**src/rtl/pipelined_adder_pkg.sv**
```systemverilog
// Shared helpers for the pipelined carry-lookahead adder: chunk sizing and
// parameter legality, evaluated at elaboration time.
package pipelined_adder_pkg;

  function automatic int cla_chunk(input int numbits, input int stages);
    return (stages > 0) ? numbits / stages : 0;
  endfunction

  function automatic bit cla_params_ok(input int numbits, input int stages);
    if (stages < 1 || numbits < 1) return 1'b0;
    return (numbits % stages) == 0;
  endfunction

endpackage

```
**src/rtl/pipelined_cla_adder_cla.sv**
```systemverilog
// Combinational carry-lookahead slice: every carry is a flat sum of
// generate terms gated by the propagate run above them, not a ripple chain.
module nBitCarryLookAheadAdder #(
  parameter int NUMBITS = 4
) (
  input  logic [NUMBITS-1:0] i_a,
  input  logic [NUMBITS-1:0] i_b,
  input  logic               i_cin,
  output logic [NUMBITS-1:0] o_sum,
  output logic               o_cout
);

  logic [NUMBITS-1:0] w_g;
  logic [NUMBITS-1:0] w_p;
  logic [NUMBITS:0]   w_c;

  assign w_g = i_a & i_b;
  assign w_p = i_a ^ i_b;

  always_comb begin
    logic w_cy;
    logic w_pp;
    w_c    = '0;
    w_c[0] = i_cin;
    w_cy   = 1'b0;
    w_pp   = 1'b1;
    for (int i = 0; i < NUMBITS; i++) begin
      w_cy = 1'b0;
      w_pp = 1'b1;
      // c[i+1] = g[i] | p[i]g[i-1] | ... | p[i..0]cin
      for (int j = i; j >= 0; j--) begin
        w_cy = w_cy | (w_g[j] & w_pp);
        w_pp = w_pp & w_p[j];
      end
      w_c[i+1] = w_cy | (w_pp & i_cin);
    end
  end

  assign o_sum  = w_p ^ w_c[NUMBITS-1:0];
  assign o_cout = w_c[NUMBITS];

endmodule

```
**src/rtl/pipelined_cla_adder.sv**
```systemverilog
// Pipelined add/subtract: stage k resolves operand chunk k with a CLA slice
// and registers the carry forward; bubble-collapsing valid/ready flow control.
module pipelined_cla_adder
  import pipelined_adder_pkg::*;
#(
  parameter int NUMBITS = 16,
  parameter int STAGES  = 4
) (
  input  logic               clk,
  input  logic               reset,
  input  logic               in_valid,
  output logic               in_ready,
  input  logic [NUMBITS-1:0] a_in,
  input  logic [NUMBITS-1:0] b_in,
  input  logic               c_in,
  input  logic               sub_in,
  output logic               out_valid,
  input  logic               out_ready,
  output logic [NUMBITS-1:0] s_out,
  output logic               c_out,
  output logic               ovf_out
);

  localparam int CHUNK = cla_chunk(NUMBITS, STAGES);
  localparam int MSB   = NUMBITS - 1;

  if (!cla_params_ok(NUMBITS, STAGES)) begin : g_bad_params
    $error("pipelined_cla_adder: STAGES must be >= 1 and divide NUMBITS");
  end

  // a/b carry the not-yet-added upper chunks; sum collects resolved chunks
  typedef struct packed {
    logic               vld;
    logic               cy;
    logic               ovf;
    logic [NUMBITS-1:0] sum;
    logic [NUMBITS-1:0] a;
    logic [NUMBITS-1:0] b;
  } stage_t;

  for (genvar k = 0; k < STAGES; k++) begin : g_stg
    stage_t           w_src;
    stage_t           w_nxt;
    stage_t           r_stg;
    logic             w_rdy;
    logic             w_rdy_dn;
    logic             w_cy;
    logic [CHUNK-1:0] w_sum;

    if (k == 0) begin : g_head
      always_comb begin
        w_src     = '0;
        w_src.vld = in_valid;
        w_src.cy  = c_in;
        w_src.a   = a_in;
        w_src.b   = sub_in ? ~b_in : b_in;
      end
    end else begin : g_link
      assign w_src = g_stg[k-1].r_stg;
    end

    if (k == STAGES - 1) begin : g_tail
      assign w_rdy_dn = out_ready;
    end else begin : g_mid
      assign w_rdy_dn = g_stg[k+1].w_rdy;
    end

    assign w_rdy = !r_stg.vld || w_rdy_dn;

    nBitCarryLookAheadAdder #(.NUMBITS(CHUNK)) u_cla (
      .i_a   (w_src.a[k*CHUNK +: CHUNK]),
      .i_b   (w_src.b[k*CHUNK +: CHUNK]),
      .i_cin (w_src.cy),
      .o_sum (w_sum),
      .o_cout(w_cy)
    );

    always_comb begin
      w_nxt                     = w_src;
      w_nxt.cy                  = w_cy;
      w_nxt.sum[k*CHUNK +: CHUNK] = w_sum;
      if (k == STAGES - 1)
        w_nxt.ovf = (w_src.a[MSB] == w_src.b[MSB]) && (w_nxt.sum[MSB] != w_src.a[MSB]);
    end

    always_ff @(posedge clk) begin
      if (reset) begin
        r_stg <= '0;
      end else if (w_rdy) begin
        if (w_src.vld) r_stg     <= w_nxt;
        else           r_stg.vld <= 1'b0;
      end
    end
  end

  assign in_ready  = g_stg[0].w_rdy && !reset;
  assign out_valid = g_stg[STAGES-1].r_stg.vld;
  assign s_out     = g_stg[STAGES-1].r_stg.sum;
  assign c_out     = g_stg[STAGES-1].r_stg.cy;
  assign ovf_out   = g_stg[STAGES-1].r_stg.ovf;

  // operands are fully consumed by the last slice; its copies are dead
  logic w_unused;
  assign w_unused = ^{g_stg[STAGES-1].r_stg.a, g_stg[STAGES-1].r_stg.b};

endmodule

```
**config.mk**
```make
export PLATFORM = sky130hd
export DESIGN_NAME = pipelined_cla_adder
export DESIGN_NICKNAME = d
export VERILOG_FILES = /design/src/rtl/pipelined_adder_pkg.sv /design/src/rtl/pipelined_cla_adder_cla.sv /design/src/rtl/pipelined_cla_adder.sv
export SDC_FILE = /design/constraint.sdc
export NUM_CORES = 1
export LEC_CHECK = 0
export ABC_AREA = 1
export CAP_MARGIN = 40
export CORE_ASPECT_RATIO = 0.9
export CORE_MARGIN = 2
export CORE_UTILIZATION = 40
export CTS_CLUSTER_DIAMETER = 150
export DETAILED_ROUTE_END_ITERATION = 6
export GPL_TIMING_DRIVEN = 0
export PLACE_DENSITY = 0.64
export SETUP_SLACK_MARGIN = 0.3
export SYNTH_ARGS = -nofsm -noshare
export SYNTH_HDL_FRONTEND = slang
export SYNTH_SLANG_ARGS = --single-unit
```
**constraint.sdc**
```tcl
create_clock -name clk -period 1.6 [get_ports clk]
set_input_delay 0.24 -clock clk [delete_from_list [all_inputs] [get_ports clk]]
set_output_delay 0.24 -clock clk [all_outputs]
set_load 0.01 [all_outputs]
```
**Word level (Yosys, flattened, before mapping)**

Index checks and enable logic that the tools add are counted.
Widths: inputs -> output; s select.

- Add/subtract/negate cells: 0
- $mul: 0
- Div/mod/pow operators: 0
- Magnitude comparators: 0
- Equal/unequal tests: 2
- Shift-type cells: 0
- Muxes and demuxes: 5
- Bitwise logic cells: 117
- Reduce and logical (&&, ||, !) cells: 15

Operators with widths:

| kind | count |
|---|---|
| $and 1x1->1 | 64 |
| $or 1x1->1 | 40 |
| $xor 4x4->4 | 8 |
| $and 4x4->4 | 4 |
| $mux 16 | 1 |
| $not 16->16 | 1 |
| $reduce_and 2->1 | 4 |
| $logic_not 1->1 | 5 |
| $logic_or 1x1->1 | 4 |
| $mux 1 | 4 |
| $logic_and 1x1->1 | 2 |
| $eq 1x1->1 | 1 |
| $ne 1x1->1 | 1 |

- Flip-flop bits (word level): 145
- Latch bits: 0
- Memory bits (writable): 0
- ROM bits: 0
- Bits of input ports: 38
- Output and inout bits: 20
- Memories: 0

**Depth between registers and ports, before layout**

Gate-level depths: netlist of run 1.

- Word-level depth: 8
- Mapped depth: 12
- Depth with buffers taken out: 10

**By module**

From an unflattened synthesis of run 1, not the netlist that was laid out.

- Cells, all modules: 616
- Area total of the unflattened synthesis: 4,528.1 µm²

By module, submodules not included:

| module | times used | cells an instance | area each (µm²) |
|---|---|---|---|
| pipelined_cla_adder | 1 | 496 | 3,792.4 |
| nBitCarryLookAheadAdder at g_stg[0].u_cla ... | 2 | 31 | 188.9 |
| nBitCarryLookAheadAdder at g_stg[2].u_cla | 1 | 31 | 186.4 |
| nBitCarryLookAheadAdder at g_stg[3].u_cla | 1 | 27 | 171.4 |

**Least setup slack after synthesis of run 1**

OpenSTA, ideal clock, no wires.

- Path kind: input to register
- From: input sub_in
- To: register g_stg[0].r_stg[49] (netlist name)
- Setup time: 113 ps
- Arrival: 1,585 ps
- Path slack: -99 ps
- Cell stages on the path: 12
- Path buffers: 2
- Cell sequence: buf_2 > buf_4 > xor2_1 > ha_1 > nand2_1 > nand2_1 > nor2_1 > nand2_1 > nand2_1 > nand2_1 > nor2_1 > nor2_1

- Cells in the longest elaborated chain, start to end: 7
- Elaborated cells between the ends (all ways): 14
- Classes of those cells: 1 x mux; 13 x bitwise

RTL lines:

| item | RTL line | RTL |
|---|---|---|
| from (decl) | pipelined_cla_adder.sv:16 | `input logic sub_in,` |
| $mux 16 (*) | pipelined_cla_adder.sv:56 | `w_src.b = sub_in ? ~b_in : b_in;` |
| $and 4x4->4 or $xor 4x4->4 (tied branches) | pipelined_cla_adder_cla.sv:17, pipelined_cla_adder_cla.sv:18 |  |
| $and 1x1->1 (on tied branches) | pipelined_cla_adder_cla.sv:32, pipelined_cla_adder_cla.sv:33 |  |
| $or 1x1->1, or another cell as far along (2 in a row) | pipelined_cla_adder_cla.sv:32 | `w_cy = w_cy \| (w_g[j] & w_pp);` |
| $or 1x1->1 or $and 1x1->1 (tied branches) | pipelined_cla_adder_cla.sv:32, pipelined_cla_adder_cla.sv:35 |  |
| $or 1x1->1 (*) | pipelined_cla_adder_cla.sv:35 | `w_c[i+1] = w_cy \| (w_pp & i_cin);` |
| to (signal assigned) | pipelined_cla_adder.sv:90 | `if (w_src.vld) r_stg <= w_nxt;` |
| to (decl) | pipelined_cla_adder.sv:44 | `stage_t r_stg;` |

Every way passes the cells marked *; elsewhere a longest branch is shown, timed or not.
A chain may end at the register's enable or synchronous reset.

**Worst setup path in the final report of run 1**

- From: register g_stg[2].r_stg[50] (netlist name)
- To: register g_stg[0].r_stg[6] (netlist name)

- Cells in the longest elaborated chain, start to end: 5

RTL lines:

| item | RTL line | RTL |
|---|---|---|
| from (decl) | pipelined_cla_adder.sv:44 |  |
| from (signal assigned) | pipelined_cla_adder.sv:90 |  |
| $logic_not 1->1 | pipelined_cla_adder.sv:68 | `assign w_rdy = !r_stg.vld \|\| w_rdy_dn;` |
| $logic_or 1x1->1 (3 in a row) | pipelined_cla_adder.sv:68 |  |
| $reduce_and 2->1 (no source line) | - |  |

Every way passes these cells.

==> flow_summary.ini, run 1 <==
[detailed_routing]
routedWlPerCell_um = 14.14
dr.pass1.iters = 4
vias = 3780
ant_nets = 0
viasPerCell = 4.941
drc = 0
drtIter0Drc = 178
wl_mm = 10.82

[global_route]
grt_pass1_vias = 3609
grt_max_degree = 18
overflow = 0
grt_first_pass_wirelength_mm = 17.07
antenna_found_initial = 0
grt_use_total = 0.1890

[timing]
max_freq_mhz = 697.3
tightest_slew_ns = 0.4359
rsz0062_at_grt = true
fin_crit_sh = 0.8964
slew_headroom = 0.7094
clock-skew-final_ns = 0.007197
setup_ws_ns = 0.1658
setup_viol = 0
slew_violations = 0
min_period_ns = 1.434
hold_violations = 0
hold_slack_ns = 0.2719

[place]
dp_hpwl_mm = 7.073
routabilityCongestion = 0.8134
dp_slack_ns = -0.5773
portBuffers = 56
placedInstanceArea_mm2 = 0.004932

[floorplan]
initial_core_util = 0.4094
row_count = 35
dieArea_mm2 = 0.01128
die_w_um = 111.7
die_h_um = 101.0
io_pins = 58
core_mm2 = 0.01020

[worst_setup_path]
critical_path_class = reg -> reg
cp_data_arrival_time_ns = 1.67
cp-start-kind = register
critPathRequiredTime_ns = 1.83
crit_fanout = 5
worst_setup_path_end_kind = register

[clocking]
clock_latency_ns = 0.34
clk_pin_slew_ns = 0.07
cts_sinks = 97
cts_buffers = 9
cts_htree_levels = 3
root_buffer = clkbuf_16
cts_tree = built
clockBufferDepth = 2

[pwr]
total_power_mw = 5.854
p_leak_nw = 2.640
ir_worst_vdd_v = 0.0006112
power_density_mw_per_mm2 = 965.1

[final_layout]
final_util = 0.5945
drive_above_1_share = 0.2877
nFillCells = 876
layout.nets = 689
multi_input_area_mm2 = 0.002401
final_cell_area_mm2 = 0.006066
num_antenna_cells = 0
synthToLayoutAreaGrowth_pct = 45.19
regArea_mm2 = 0.001979

[logic_synthesis]
ys_ff_latch = 97
syn_avg_cell_area_um2 = 7.765
synth.largest_area_cell = dfxtp_1
synth_warnings = 0
synth-edff-count = 0
synth_common_cells = nor2_1, dfxtp_1, o21ai_0
synth_cell_types = 28
synth.area.top_cells = dfxtp_1, nor2_1, o21ai_0
synthMostInstantiatedCell = nor2_1
synthCells = 538
syn_area_mm2 = 0.004178
async_flop_share = 0
ys.flop_type = dfxtp_1
synth_fp_nets = 596
ys_seq_area_frac = 0.4648
synth_top_area_frac = 0.4648

[run_status]
status = completed

[min_path]
hold_path_class = in -> reg

[job]
max-cap-violations = 0
-- registers in the layout, summed over array words and instances (netlist names) --
name	count
ovf_out	1
s_out	16
g_stg.r_stg	78
c_out	1
out_valid	1
-- critical path, stage by stage (launching register included) --
cell and delay (ns):
dfxtp_2 0.36, nand4_4 0.12, nor2_4 0.13, buf_6 0.12, nor2_4 0.04, buf_12 0.14
buf_12 0.12, buf_16 0.13, o21ai_2 0.12, nor2_1 0.05
-- metrics by stage --
| stage | std cells | TNS [ns] |
|---|---|---|
| finish | 765 | 0 |
| floorplan | 538 | -0.01351 |
| CTS | 755 | 0 |
| detailed placement | 723 | -21.98 |
| global placement | 723 | -18.13 |
| global route | 765 | 0 |
-- report_power, final --
group          internal (mW)  leakage (nW)  switching, mW
sequential              2.56         0.806          0.110
combinational          0.507          1.69          0.515
clock                   1.23         0.144          0.931
-- cells by family after synthesis --
group                      after synthesis  share of synthesized area
AOI/OAI and AO/OA                      107                     0.1288
xor gates and xnor gates                23                    0.04822
adders and majority gates               20                    0.06709
buffers and inverters                   57                    0.06529
DFF                                     97                     0.4648
and+or+nand+nor                        234                     0.2258
-- per-layer routing --
metal | track usage | up-vias | part of all wire
met3 | 0.03428 | 15 | 0.040
li1 | - | 1910 | -
met5 | 0 | - | 0
met2 | 0.3347 | 104 | 0.50
met4 | 0.05318 | 0 | 0.015
met1 | 0.2376 | 1751 | 0.45
-- cell usage in the layout (no fill, tap or decap), types with 2 or more instances in the layout --
master	count
dfxtp_4	6
buf_6	7
inv_6	2
buf_12	6
clkbuf_2	4
a21oi_1	16
o21ai_0	47
dlygate4sd2_1	24
nand2_2	5
inv_1	22
inv_2	5
nand2_4	2
clkbuf_4	3
o21ai_1	22
a21oi_2	3
clkinvlp_4	2
buf_16	3
nor2_2	27
xor2_1	17
nand4_1	4
nand3_2	2
xnor2_1	3
dfxtp_2	12
buf_4	16
fa_1	3
buf_8	5
nor2_1	133
dfxtp_1	79
xor2_2	3
ha_1	7
nand2_1	29
buf_2	10
o21ai_2	17
nand3_1	14
clkdlybuf4s50_1	31
clkbuf_16	9
nor2_4	15
ha_4	9
-- path summary, 6_finish.rpt --
path | start | end | slack [ns] | cells after the start
max | g_stg[2].r_stg[50] | g_stg[0].r_stg[6] | 0.17 | 9
min | sub_in | g_stg[0].r_stg[15] | 0.27 | 4
max reg2reg | g_stg[2].r_stg[50] | g_stg[0].r_stg[6] | 0.17 | 9
min reg2reg | g_stg[0].r_stg[35] | g_stg[0].r_stg[35] | 0.46 | 2
-- cell type report --
type                       instances  area share
multi-input combinational        384      0.3958
buffer                            28     0.04105
inverter                          29     0.02083
timing repair buffer              82      0.1392
sequential                        97      0.3263
clock inverter                     7     0.01300
clock buffer                       9     0.03713
tap                              129     0.02661
-- repair_timing --
item	CTS	global route
buffers inserted	13	8
endpoints found under the setup margin	107	85
hold buffers	0	0
resized for setup	121	108
pin swaps	30	22
gates cloned	3	2
No activity file was read; power rests on OpenSTA's default activity.
==> inputs of run 2 (changes only) <==
--- a/config.mk
+++ b/config.mk
@@ -18,3 +18,4 @@
 export SYNTH_ARGS = -nofsm -noshare
 export SYNTH_HDL_FRONTEND = slang
 export SYNTH_SLANG_ARGS = --single-unit
+export TNS_END_PERCENT = 100
==> results of run 2 <==
Same layout as run 1: the final DEF is identical, and so are final timing and power.
==> inputs of run 3 (changes only) <==
--- a/config.mk
+++ b/config.mk
@@ -18,4 +18,3 @@
 export SYNTH_ARGS = -nofsm -noshare
 export SYNTH_HDL_FRONTEND = slang
 export SYNTH_SLANG_ARGS = --single-unit
-export TNS_END_PERCENT = 100
==> results of run 3 <==
Same layout as run 1: the final DEF is identical, and so are final timing and power.
